`config.mk`:
```
export PLATFORM = sky130hd
export DESIGN_NAME = serializer
export DESIGN_NICKNAME = d
export VERILOG_FILES = /design/src/rtl/serializer.sv
export SDC_FILE = /design/constraint.sdc
export NUM_CORES = 1
export LEC_CHECK = 0
export CAP_MARGIN = 5
export CORE_ASPECT_RATIO = 1.4
export CORE_MARGIN = 2
export CORE_UTILIZATION = 46
export CTS_CLUSTER_DIAMETER = 200
export DETAILED_ROUTE_END_ITERATION = 10
export HOLD_SLACK_MARGIN = 0.08
export MAX_ROUTING_LAYER = met4
export PLACE_DENSITY_LB_ADDON = 0.08
export SLEW_MARGIN = 5
export SYNTH_ARGS = -nofsm -noshare
export SYNTH_HDL_FRONTEND = slang
export SYNTH_SLANG_ARGS = --single-unit
```
`constraint.sdc`:
```
create_clock -name clock_10 -period 1.6 [get_ports clock_10]
set_input_delay 0.24 -clock clock_10 [delete_from_list [all_inputs] [get_ports clock_10]]
set_output_delay 0.24 -clock clock_10 [all_outputs]
set_load 0.005 [all_outputs]
```
`src/rtl/serializer.sv`:
```
`default_nettype none
// ============================================================================
// Module   : serializer
// Purpose  : Pulls bytes from an upstream queue one at a time and shifts each
//            one out MSB first. Each byte takes 11 cycles: a one-cycle
//            dequeue strobe, a one-cycle load, eight shift cycles and a
//            one-cycle done pulse.
//
// Ports    : clock_10        in   10 kHz system clock, rising-edge active
//            reset           in   asynchronous, active-high reset
//            enable_in       in   permission to start a new byte
//            len_in    [3:0] in   upstream queue occupancy (0..8)
//            data_in   [7:0] in   upstream byte, valid the cycle after deq_out
//            deq_out         out  dequeue strobe to the upstream queue
//            serial_out      out  serial data bit
//            valid_out       out  serial_out carries a valid bit
//            done_out        out  one-cycle pulse after the last bit of a byte
//            busy_out        out  FSM is not idle
//            bytes_sent_out [7:0] out count of completed bytes, wraps at 256
//
// Revision : 1.0 - initial release
// ============================================================================
module serializer (
    input  logic       clock_10,
    input  logic       reset,
    input  logic       enable_in,
    input  logic [3:0] len_in,
    input  logic [7:0] data_in,
    output logic       deq_out,
    output logic       serial_out,
    output logic       valid_out,
    output logic       done_out,
    output logic       busy_out,
    output logic [7:0] bytes_sent_out
);

    typedef enum logic [2:0] {
        IDLE  = 3'd0,
        DEQ   = 3'd1,
        LOAD  = 3'd2,
        SHIFT = 3'd3,
        DONE  = 3'd4
    } state_t;

    localparam logic [2:0] C_LAST_BIT = 3'd7;

    state_t     r_state;
    state_t     w_state_next;
    logic [7:0] r_shift_reg;
    logic [7:0] w_shift_next;
    logic [2:0] r_bit_cnt;
    logic [2:0] w_bit_cnt_next;
    logic [7:0] r_bytes_sent;
    logic [7:0] w_bytes_sent_next;
    logic       w_start;

    // A new byte may only be requested when the queue is non-empty, so an
    // empty queue is never dequeued.
    assign w_start = enable_in && (len_in != 4'd0);

    // ------------------------------------------------------------------------
    // State register. The asynchronous reset forces IDLE and clears the
    // datapath at once; since every output is decoded from these registers,
    // the outputs drop to zero without waiting for a clock edge.
    // ------------------------------------------------------------------------
    always_ff @(posedge clock_10 or posedge reset) begin
        if (reset) begin
            r_state      <= IDLE;
            r_shift_reg  <= 8'd0;
            r_bit_cnt    <= 3'd0;
            r_bytes_sent <= 8'd0;
        end else begin
            r_state      <= w_state_next;
            r_shift_reg  <= w_shift_next;
            r_bit_cnt    <= w_bit_cnt_next;
            r_bytes_sent <= w_bytes_sent_next;
        end
    end

    // ------------------------------------------------------------------------
    // Next-state and datapath logic.
    // len_in/enable_in are only looked at in IDLE and DONE; a byte that has
    // been dequeued always runs to completion.
    // ------------------------------------------------------------------------
    always_comb begin
        w_state_next      = r_state;
        w_shift_next      = r_shift_reg;
        w_bit_cnt_next    = r_bit_cnt;
        w_bytes_sent_next = r_bytes_sent;

        case (r_state)
            IDLE: begin
                if (w_start) begin
                    w_state_next = DEQ;
                end
            end

            DEQ: begin
                // The queue presents the byte during the following cycle.
                w_state_next = LOAD;
            end

            LOAD: begin
                w_shift_next   = data_in;
                w_bit_cnt_next = 3'd0;
                w_state_next   = SHIFT;
            end

            SHIFT: begin
                w_shift_next   = {r_shift_reg[6:0], 1'b0};
                w_bit_cnt_next = r_bit_cnt + 3'd1;
                if (r_bit_cnt == C_LAST_BIT) begin
                    w_state_next = DONE;
                end
            end

            DONE: begin
                w_bytes_sent_next = r_bytes_sent + 8'd1;
                w_state_next      = w_start ? DEQ : IDLE;
            end

            default: begin
                w_state_next = IDLE;
            end
        endcase
    end

    // ------------------------------------------------------------------------
    // Outputs: pure decodes of registered state.
    // ------------------------------------------------------------------------
    assign deq_out        = (r_state == DEQ);
    assign valid_out      = (r_state == SHIFT);
    assign serial_out     = (r_state == SHIFT) && r_shift_reg[7];
    assign done_out       = (r_state == DONE);
    assign busy_out       = (r_state != IDLE);
    assign bytes_sent_out = r_bytes_sent;

endmodule

`default_nettype wire

```
; Word-level counts from Yosys, hierarchy flattened
; Cells that the tools add are included.
[classes]
n_div = 0
reduce_logical = 7
n_eq_ne = 7
addsub = 2
n_mux = 6
n_mul = 0
shifts = 0
bitwise_logic = 0
n_lt_le_gt_ge = 0
[ops]
columns = op, n
row1 = $pmux 8 s2, 1
row2 = $pmux 3 s5, 1
row3 = $add 8x1->8 const B, 1
row4 = $eq 3x2->1 const B, 2
row5 = $eq 3x3->1 const B, 2
row6 = $mux 3, 2
row7 = $pmux 3 s2, 1
row8 = $reduce_bool 4->1, 1
row9 = $add 3x1->3 const B, 1
row10 = $eq 3x1->1 const B, 1
row11 = $logic_not 3->1, 1
row12 = $reduce_bool 3->1, 1
row13 = $logic_and 1x1->1, 2
row14 = $ne 2x1->1 const B, 1
row15 = $ne 2x2->1 const B, 1
row16 = $reduce_and 2->1, 1
row17 = $reduce_bool 2->1, 1
row18 = $mux 1, 1
[totals]
out_inout_bits = 13
mem_bits_ro = 0
inputBits = 15
register_bits = 22
n_memories = 0
mem_bits_rw = 0
latchBits = 0
word_cells = 26

; Depth between registers and ports, before layout
; Gate-level depths: netlist of run 1.
[depth]
ltp_word = 4
ltp_mapped = 6
depth_no_buf = 4

; Least setup slack after synthesis of run 1
; OpenSTA, ideal clock, no wires.
[synth_timing]
path_kind = register -> register
startpoint = register r_state[0]
endpoint = register r_bytes_sent[4] (netlist: bytes_sent_out[4])
arrival_time_ns = 1.323
setup_ns = 0.125
t_required_ns = 1.475
stages_incl_launch_ff = 7
path_buffers = 2
synth_period_minus_slack_ns = 1.448
path_slack_ns = 0.152
cell_sequence = dfrtp_1 -> buf_6 -> or3b_1 -> buf_6 -> inv_2 -> nand4_1 -> xnor2_1
[synth_between]
elab_chain_cells = 1
[synth_rtl]
columns = element, line_no
row1 = start: declaration, 47  ; state_t r_state;
row2 = start signal: assignment, 73  ; r_state <= w_state_next;
row3 = $eq 3x3->1, --
row4 = net done_out, 32  ; output logic done_out,
row5 = end signal: assignment, 76  ; r_bytes_sent <= w_bytes_sent_next;
row6 = end: declaration, 53  ; logic [7:0] r_bytes_sent;
; The timed path passes the listed nets, and every way through them passes these cells.
; A chain may end at the register's enable or synchronous reset.

; Worst setup path in the final report of run 1
[layout_timing]
startpoint = register r_state[1]
endpoint = output port done_out
[layout_between]
elab_chain_cells = 1
[layout_rtl]
columns = element, line_no
row1 = $eq 3x3->1, 134  ; assign done_out = (r_state == DONE);
row2 = end: declaration, 32
; Every way passes these cells.

==> flow_metrics.tcl, run 1 <==
set metrics [dict create \
    status "complete, but fails checks" \
    failed_checks "negative setup slack" \
    crit_required_ns 1.36 \
    dpl.hpwl_um 1480 \
    seqCellArea_um2 551 \
    rows 20 \
    synthCells 97 \
    cts_root_buffer "clkbuf_4" \
    cts_tree "built" \
    grt_pass1_vias 820 \
    wl_per_cell_um 13.4 \
    grt-ovfl-total 0 \
    rsz0062_at_grt "true" \
    hold_viol 0 \
    arrival_ns 1.41 \
    path_clk_slew_ns 0.11 \
    finalSetupTns_ns -0.0802 \
    yosysUniqueCellTypes 28 \
    die_height_um 60.2 \
    grt_max_degree 23 \
    fin_area_um2 1480 \
    cts.sinks 22 \
    vias_per_cell 5.15 \
    gp_congestion 0.825 \
    powerDensity_nw_per_um2 1380 \
    core_area_um2 2150 \
    drv_cap 0 \
    worstSetupEndpointType "output pin" \
    slew_viol_final 0 \
    slew_headroom_pct 81.5 \
    post-route-drc-count 0 \
    clk_latency_ns 0.29 \
    worst_clock_skew_ns 0.00308 \
    fp.dieArea_um2 2660 \
    worstMarginPinSlew_ns 0.278 \
    area.growth.synth_to_final_pct 42.7 \
    synth_area_per_cell_um2 10.7 \
    fin_crit_ns 1.65 \
    syn_nets 115 \
    final_nets 159 \
    drive_gt1_share_pct 23.0 \
    pin_count 28 \
    start_util_pct 48.2 \
    critPathKind "reg2out" \
    seq_area_frac_synth_pct 53.1 \
    final_cell_mix "dfrtp_1, clkdlybuf4s50_1, nand2_1" \
    hp-class "in2async" \
    drt_wl_total_um 2150 \
    ir_worst_vdd_uv 1010 \
    dpl-instance-area_um2 1370 \
    p_leak_nw 0.758 \
    grt_pass1_wl_um 3550 \
    synth_area_um2 1040 \
    max-clock-path-buffers 2 \
    vias 829 \
    grt_usage_pct 18.6 \
    chipWidth_um 44.1 \
    antenna_found_initial 0 \
    holdBufCountCts 0 \
    portBuffers 27 \
    multi_input_area_um2 465 \
    drt_pass1_iterations 5 \
    fillCellCount 181 \
    crit_path_max_fanout 4 \
    cts-buffers-inserted 3 \
    antenna_cells 0 \
    htreeDepth 1 \
    ys_ff_latch 22 \
    fin_crit_sh_pct 103 \
    setup_viol 2 \
    setup_ws_ns -0.0543 \
    fmax_mhz 605 \
    ant_nets 0 \
    start_kind "register" \
    initialDrtViolationCount 8 \
    synth_warnings 0 \
]
synth_stat cells:
cell       n  share of area, %
nand3b_1   1              0.72
inv_2      1              0.36
nor2b_1    1              0.60
o22ai_1    1              0.60
nand3_1    3               1.4
nor3b_1    1              0.72
o21ai_0    7               3.4
a31oi_1    2               1.2
or3_1      1              0.60
o21bai_1   1              0.72
and3_1     3               1.8
clkbuf_1   3               1.1
nand2_1   18               6.5
or4_1      1              0.72
nor2_1     1              0.36
ha_1       3               3.6
mux2_2     1               1.1
mux2i_1    7               6.8
inv_1      2              0.72
and2_1     1              0.60
or3b_1     1              0.84
xor2_1     3               2.5
dfrtp_1   22                53
xnor2_1    4               3.4
nor3_2     2               1.9
nand4_1    3               1.8
buf_6      2               2.2
nand2b_1   1              0.60
area by class of cell:
| type | instances | share of cell area (%) |
|---|---|---|
| well taps | 22 | 1.86 |
| repair buffers | 44 | 27.2 |
| inverters | 3 | 0.761 |
| clock buffers | 3 | 1.52 |
| flip-flops and latches | 22 | 37.2 |
| multi-input cells | 67 | 31.4 |
worst max-delay path, cell delays in order (launching register included):
cell,delay (ns)
dfrtp_1,0.44
buf_6,0.13
or3b_4,0.39
inv_2,0.06
buf_2,0.10
final timing paths:
check | start | to | slack, ns | depth (start not counted)
setup / recovery | r_state[1] | done_out | -0.05 | 4
hold / removal | reset | bytes_sent_out[4] | 0.27 | 3
setup reg to reg | r_state[1] | bytes_sent_out[7] | 0.04 | 5
hold reg to reg | bytes_sent_out[7] | bytes_sent_out[7] | 0.49 | 1
max in group asynchronous | reset | r_shift_reg[1] | 1.12 | 3
min in group clock_10 | bytes_sent_out[7] | bytes_sent_out[7] | 0.49 | 1
power by group:
group	internal (mW)	total (mW)	switching [mW]
clock	0.0876	0.238	0.150
combinational	0.555	0.977	0.423
sequential	0.719	0.821	0.102
total	1.36	2.04	0.674
routing by layer:
layer	up-vias	track usage, %	part of all wire (%)
met5	-	-	0
met4	0	6.06	1.2
met3	4	2.11	3.4
met2	18	35.3	55
met1	387	19.4	40
li1	420	-	-
through the flow:
stage	worst slack [ns]	std cells	power (mW)	utilization (%)	hold WS [ns]
after global routing	-0.105	161	2.21	68.8	0.301
after CTS	-0.216	158	1.95	66.7	0.266
after global placement	0.0445	150	1.62	63.6	0.453
final	-0.0543	161	2.04	68.8	0.265
after detailed placement	0.0274	150	1.65	63.6	0.465
after floorplan	0.152	97	1.30	-	0.229
repair_timing:
action | in CTS | in global routing
pin swaps | 3 | 3
buffers inserted | 5 | 3
gates resized for setup | 20 | 8
setup endpoints to repair | 5 | 4
kinds of logic (layout without fill, tap and decap cells):
group	count (synthesis)	count (layout)	synth area share, %
fa+ha+maj	3	3	3.62
compound gates	11	11	5.91
buf+inv	8	50	4.34
simple gates	38	38	19.3
xor+xnor	7	7	5.91
mux	8	8	7.84
flops	22	22	53.1
No activity file was read; power rests on OpenSTA's default activity.
==> run 2, diff against run 1 <==
--- a/config.mk
+++ b/config.mk
@@ -14,6 +14,7 @@
 export HOLD_SLACK_MARGIN = 0.08
 export MAX_ROUTING_LAYER = met4
 export PLACE_DENSITY_LB_ADDON = 0.08
+export SETUP_SLACK_MARGIN = 0.5
 export SLEW_MARGIN = 5
 export SYNTH_ARGS = -nofsm -noshare
 export SYNTH_HDL_FRONTEND = slang
==> flow_metrics.tcl, run 2 (synthesized netlist as in run 1, its figures left out) <==
set metrics [dict create \
    initialDrtViolationCount 16 \
    arrival_ns 1.38 \
    failed_checks "negative setup slack" \
    finalSetupTns_ns -0.0186 \
    cts_tree "built" \
    start_util_pct 48.2 \
    area.growth.synth_to_final_pct 65.4 \
    pin_count 28 \
    p_leak_nw 0.912 \
    antenna_found_initial 0 \
    grt_pass1_vias 899 \
    cts.sinks 22 \
    rsz0062_at_grt "true" \
    vias_per_cell 5.17 \
    final_nets 172 \
    final_cell_mix "dfrtp_1, buf_4, clkdlybuf4s50_1" \
    setup_ws_ns -0.0186 \
    chipWidth_um 44.1 \
    gp_congestion 0.786 \
    ant_nets 0 \
    worst_clock_skew_ns 0.000561 \
    r2r_slack_ns 0.05 \
    hp-class "in2async" \
    drt_pass1_iterations 4 \
    cts-buffers-inserted 3 \
    cp_slowest_cell "dfrtp_1" \
    fin_crit_sh_pct 101 \
    fmax_mhz 618 \
    crit_top_cell "buf_6" \
    hold_viol 0 \
    crit_chain "buf_6 > or3b_4 > inv_4 > buf_6" \
    antenna_cells 0 \
    slew_headroom_pct 74.9 \
    holdBufCountCts 0 \
    htreeDepth 1 \
    layout_commonest_cell "dfrtp_1" \
    crit_path_max_fanout 3 \
    fin_crit_ns 1.62 \
    slew_viol_final 0 \
    start_kind "register" \
    dpl.hpwl_um 1430 \
    die_height_um 60.2 \
    worstSetupEndpointType "output pin" \
    worstMarginPinSlew_ns 0.376 \
    grt_pass1_wl_um 3950 \
    path_clk_slew_ns 0.12 \
    slowest_delay_ns 0.42 \
    grt-ovfl-total 0 \
    status "complete, but fails checks" \
    portBuffers 27 \
    cts_root_buffer "clkbuf_4" \
    grt_usage_pct 21.5 \
    critPathKind "reg2out" \
    rows 20 \
    max-clock-path-buffers 2 \
    drive_gt1_share_pct 50.3 \
    drt_wl_total_um 2410 \
    core_area_um2 2150 \
    clk_latency_ns 0.31 \
    wl_per_cell_um 13.8 \
    powerDensity_nw_per_um2 1550 \
    post-route-drc-count 0 \
    hold_slack_ns 0.256 \
    ir_worst_vdd_uv 1330 \
    setup_viol 1 \
    post-place-ws_ns -0.0116 \
    crit_required_ns 1.36 \
    fp.dieArea_um2 2660 \
    vias 904 \
    drv_cap 0 \
    grt_max_degree 23 \
]
-- run 2: changes by cell type in the layout (fill, tap and decap cells not counted), moves of 4 or more --
cell             previous run  this run
clkdlybuf4s50_1            22        11
buf_4                      12        21
nand2_1                    18        10
nand2_2                     0         8
buf_2                       3        10
o21ai_0                     7         0
buf_6                       4        10
o21ai_2                     0         4
-- run 2: metrics by stage --
step / util [%] / instance area [µm²] / total power, mW / instances
floorplan: - / 1040 / 1.31 / 97
global placement: 63.8 / 1370 / 1.61 / 150
detailed placement: 63.8 / 1370 / 1.65 / 150
CTS: 76.0 / 1640 / 2.50 / 173
global route: 79.7 / 1720 / 2.85 / 175
finish: 79.7 / 1720 / 2.67 / 175
-- run 2: routing by layer --
metal	vias to the layer above	track usage, %	share of wire, %
met5	-	-	0
met4	0	11.7	1.8
met3	4	2.11	3.7
met2	26	37.8	59
met1	432	23.3	35
li1	442	-	-
-- run 2: power by group --
group	total [mW]	switching [mW]	internal [mW]
combinational	1.41	0.599	0.811
clock	0.425	0.172	0.253
sequential	0.830	0.111	0.719
-- run 2: final timing paths --
| kind | cells past startpoint | endpoint | from |
|---|---|---|---|
| setup reg to reg | 6 | bytes_sent_out[3] | r_state[1] |
| setup / recovery | 4 | done_out | r_state[1] |
| hold / removal | 3 | bytes_sent_out[1] | reset |
| min in group clock_10 | 4 | r_state[0] | len_in[3] |
| hold reg to reg | 2 | r_shift_reg[1] | r_shift_reg[1] |
| max in group asynchronous | 3 | r_bit_cnt[2] | reset |
-- run 2: area by class of cell --
class,instances,area (µm²)
Sequential cell,22,551
Tap cell,22,27.5
Clock inverter,1,30.0
Multi-Input combinational cell,67,584
Inverter,3,13.8
Fill cell,154,437
Timing Repair Buffer,57,487
Clock buffer,3,22.5
-- run 2: repair_timing --
action,in CTS,in global routing
setup buffers,18,2
gates resized for setup,93,15
pin swaps,21,6
endpoints found under the setup margin,32,33
gates cloned,1,0
-- run 2: critical path, delay by kind of cell (launching register included) --
| family | cells | cell delay, ns |
|---|---|---|
| buffers and inverters | 3 | 0.27 |
| and+or+nand+nor | 1 | 0.38 |
| DFF | 1 | 0.42 |
==> run 3, diff against run 2 <==
--- a/config.mk
+++ b/config.mk
@@ -13,7 +13,7 @@
 export DETAILED_ROUTE_END_ITERATION = 10
 export HOLD_SLACK_MARGIN = 0.08
 export MAX_ROUTING_LAYER = met4
-export PLACE_DENSITY_LB_ADDON = 0.08
+export PLACE_DENSITY = 0.73
 export SETUP_SLACK_MARGIN = 0.5
 export SLEW_MARGIN = 5
 export SYNTH_ARGS = -nofsm -noshare
==> flow_metrics.tcl, run 3 (synthesized netlist as in run 1, its figures left out) <==
set metrics [dict create \
    area.growth.synth_to_final_pct 75.2 \
    crit_path_max_fanout 2 \
    vias_per_cell 5.28 \
    status "complete, but fails checks" \
    setup_viol 6 \
    slew_viol_final 0 \
    finalSetupTns_ns -0.187 \
    hold_viol 0 \
    final_cells 183 \
    start_kind "register" \
    gp_congestion 0.728 \
    multi_input_area_um2 602 \
    fin_crit_sh_pct 104 \
    post-route-drc-count 0 \
    cts_tree "built" \
    grt-ovfl-total 0 \
    post-place-ws_ns 0.00992 \
    setup_ws_ns -0.0600 \
    die_height_um 60.2 \
    clk_latency_ns 0.31 \
    fillCellCount 123 \
    drv_cap 0 \
    critPathKind "reg2out" \
    grt_usage_pct 23.0 \
    chipWidth_um 44.1 \
    slew_headroom_pct 73.6 \
    grt_pass1_wl_um 4310 \
    hp-class "in2async" \
    antenna_cells 0 \
    drive_gt1_share_pct 54.7 \
    worstSetupEndpointType "output pin" \
    fin_crit_ns 1.66 \
    layout_commonest_cell "buf_6" \
    crit_start "r_state[0]" \
    start_util_pct 48.2 \
    max-clock-path-buffers 2 \
    hold_slack_ns 0.279 \
    worstMarginPinSlew_ns 0.395 \
    dp.cells 153 \
    cts_root_buffer "clkbuf_4" \
    ant_nets 0 \
    r2r_slack_ns -0.05 \
    rr_endpoint "bytes_sent_out[7]" \
    holdBufCountCts 0 \
    initialDrtViolationCount 20 \
    cts-buffers-inserted 3 \
    drt_wl_total_um 2980 \
    pin_count 28 \
    failed_checks "negative setup slack" \
    portBuffers 27 \
    drt_pass1_iterations 5 \
    wl_per_cell_um 16.3 \
    grt_pass1_vias 967 \
    powerDensity_nw_per_um2 1500 \
    met3_length_um 104 \
    top_layer "met4" \
    drt-met1-wl_um 1130 \
    path_clk_slew_ns 0.12 \
    rr_worst_depth 6 \
    htreeDepth 1 \
    fmax_mhz 602 \
    rows 20 \
    antenna_found_initial 0 \
    fp.dieArea_um2 2660 \
    ir_worst_vdd_uv 1190 \
    wl_met2_um 1690 \
    cp-endpoint "done_out" \
    final_cell_mix "buf_6, dfrtp_1, buf_4" \
    rsz0062_at_grt "true" \
    crit_required_ns 1.36 \
    core_area_um2 2150 \
    arrival_ns 1.42 \
    grt_max_degree 23 \
    cts.sinks 22 \
    vias 966 \
    p_leak_nw 0.982 \
    seqCellArea_um2 552 \
    fin_area_um2 1820 \
    dpl-instance-area_um2 1400 \
    r2r-start "r_state[0]" \
    final_nets 181 \
    dpl.hpwl_um 1510 \
    worst_clock_skew_ns 0.00969 \
]
==> run 3: cell count changes in the layout (fill, tap and decap cells not counted), moves of 2 or more <==
cell             previous run  this run
buf_4                      21        18
buf_6                      10        23
clkdlybuf4s50_1            11        14
dlygate4sd2_1               3         0
ha_1                        1         3
nand2_1                    10         8
nand2_4                     0         2
==> run 3: final cells by class <==
| cell class | count | area share (%) |
|---|---|---|
| multi-input combinational | 67 | 33.1 |
| timing repair buffer | 66 | 33.0 |
| sequential | 22 | 30.4 |
| tap | 22 | 1.52 |
| clock buffer | 3 | 1.24 |
| inverter | 3 | 0.758 |
==> run 3: worst min path at each step <==
| stage | cells after the start | endpoint | slack, ns | startpoint |
|---|---|---|---|---|
| finish | 3 | r_state[1] | 0.28 | reset |
| global route | 3 | bytes_sent_out[2] | 0.33 | reset |
| CTS | 3 | bytes_sent_out[0] | 0.28 | reset |
| detailed placement | 1 | bytes_sent_out[7] | 0.45 | bytes_sent_out[7] |
| global placement | 2 | r_shift_reg[0] | 0.45 | r_shift_reg[0] |
| floorplan | 1 | bytes_sent_out[0] | 0.23 | reset |
==> run 3: where the power goes <==
| part | leakage [nW] | internal (mW) | switching (mW) | total, mW |
|---|---|---|---|---|
| registers | 0.278 | 0.719 | 0.123 | 0.842 |
| clock network | 0.0138 | 0.0878 | 0.163 | 0.251 |
| logic | 0.690 | 0.964 | 0.667 | 1.63 |
| total | 0.982 | 1.77 | 0.953 | 2.72 |
==> run 3: metal layers <==
| metal | global-route usage [%] | vias up |
|---|---|---|
| li1 | - | 464 |
| met4 | 9.52 | 0 |
| met5 | - | - |
| met3 | 1.81 | 9 |
| met1 | 26.2 | 467 |
| met2 | 41.0 | 26 |
==> run 3: timing repair <==
item	4_1_cts	5_1_grt
buffers inserted	21	5
setup endpoints to repair	34	28
cloned	1	0
pin swaps	19	19
resized for setup	91	30
==> run 3: per-stage QoR <==
step / total power, mW / util, %
5_1_grt: 2.88 / 84.4
6_report: 2.72 / 84.4
4_1_cts: 2.44 / 77.9
3_5_place_dp: 1.71 / 64.9
2_1_floorplan: 1.31 / -
3_3_place_gp: 1.67 / 64.9
==> run 3: worst max-delay path, cell delays in order (launching register included) <==
cell and delay (ns):
dfrtp_1 0.43, buf_6 0.13, or3b_4 0.41, inv_4 0.07, buf_6 0.08
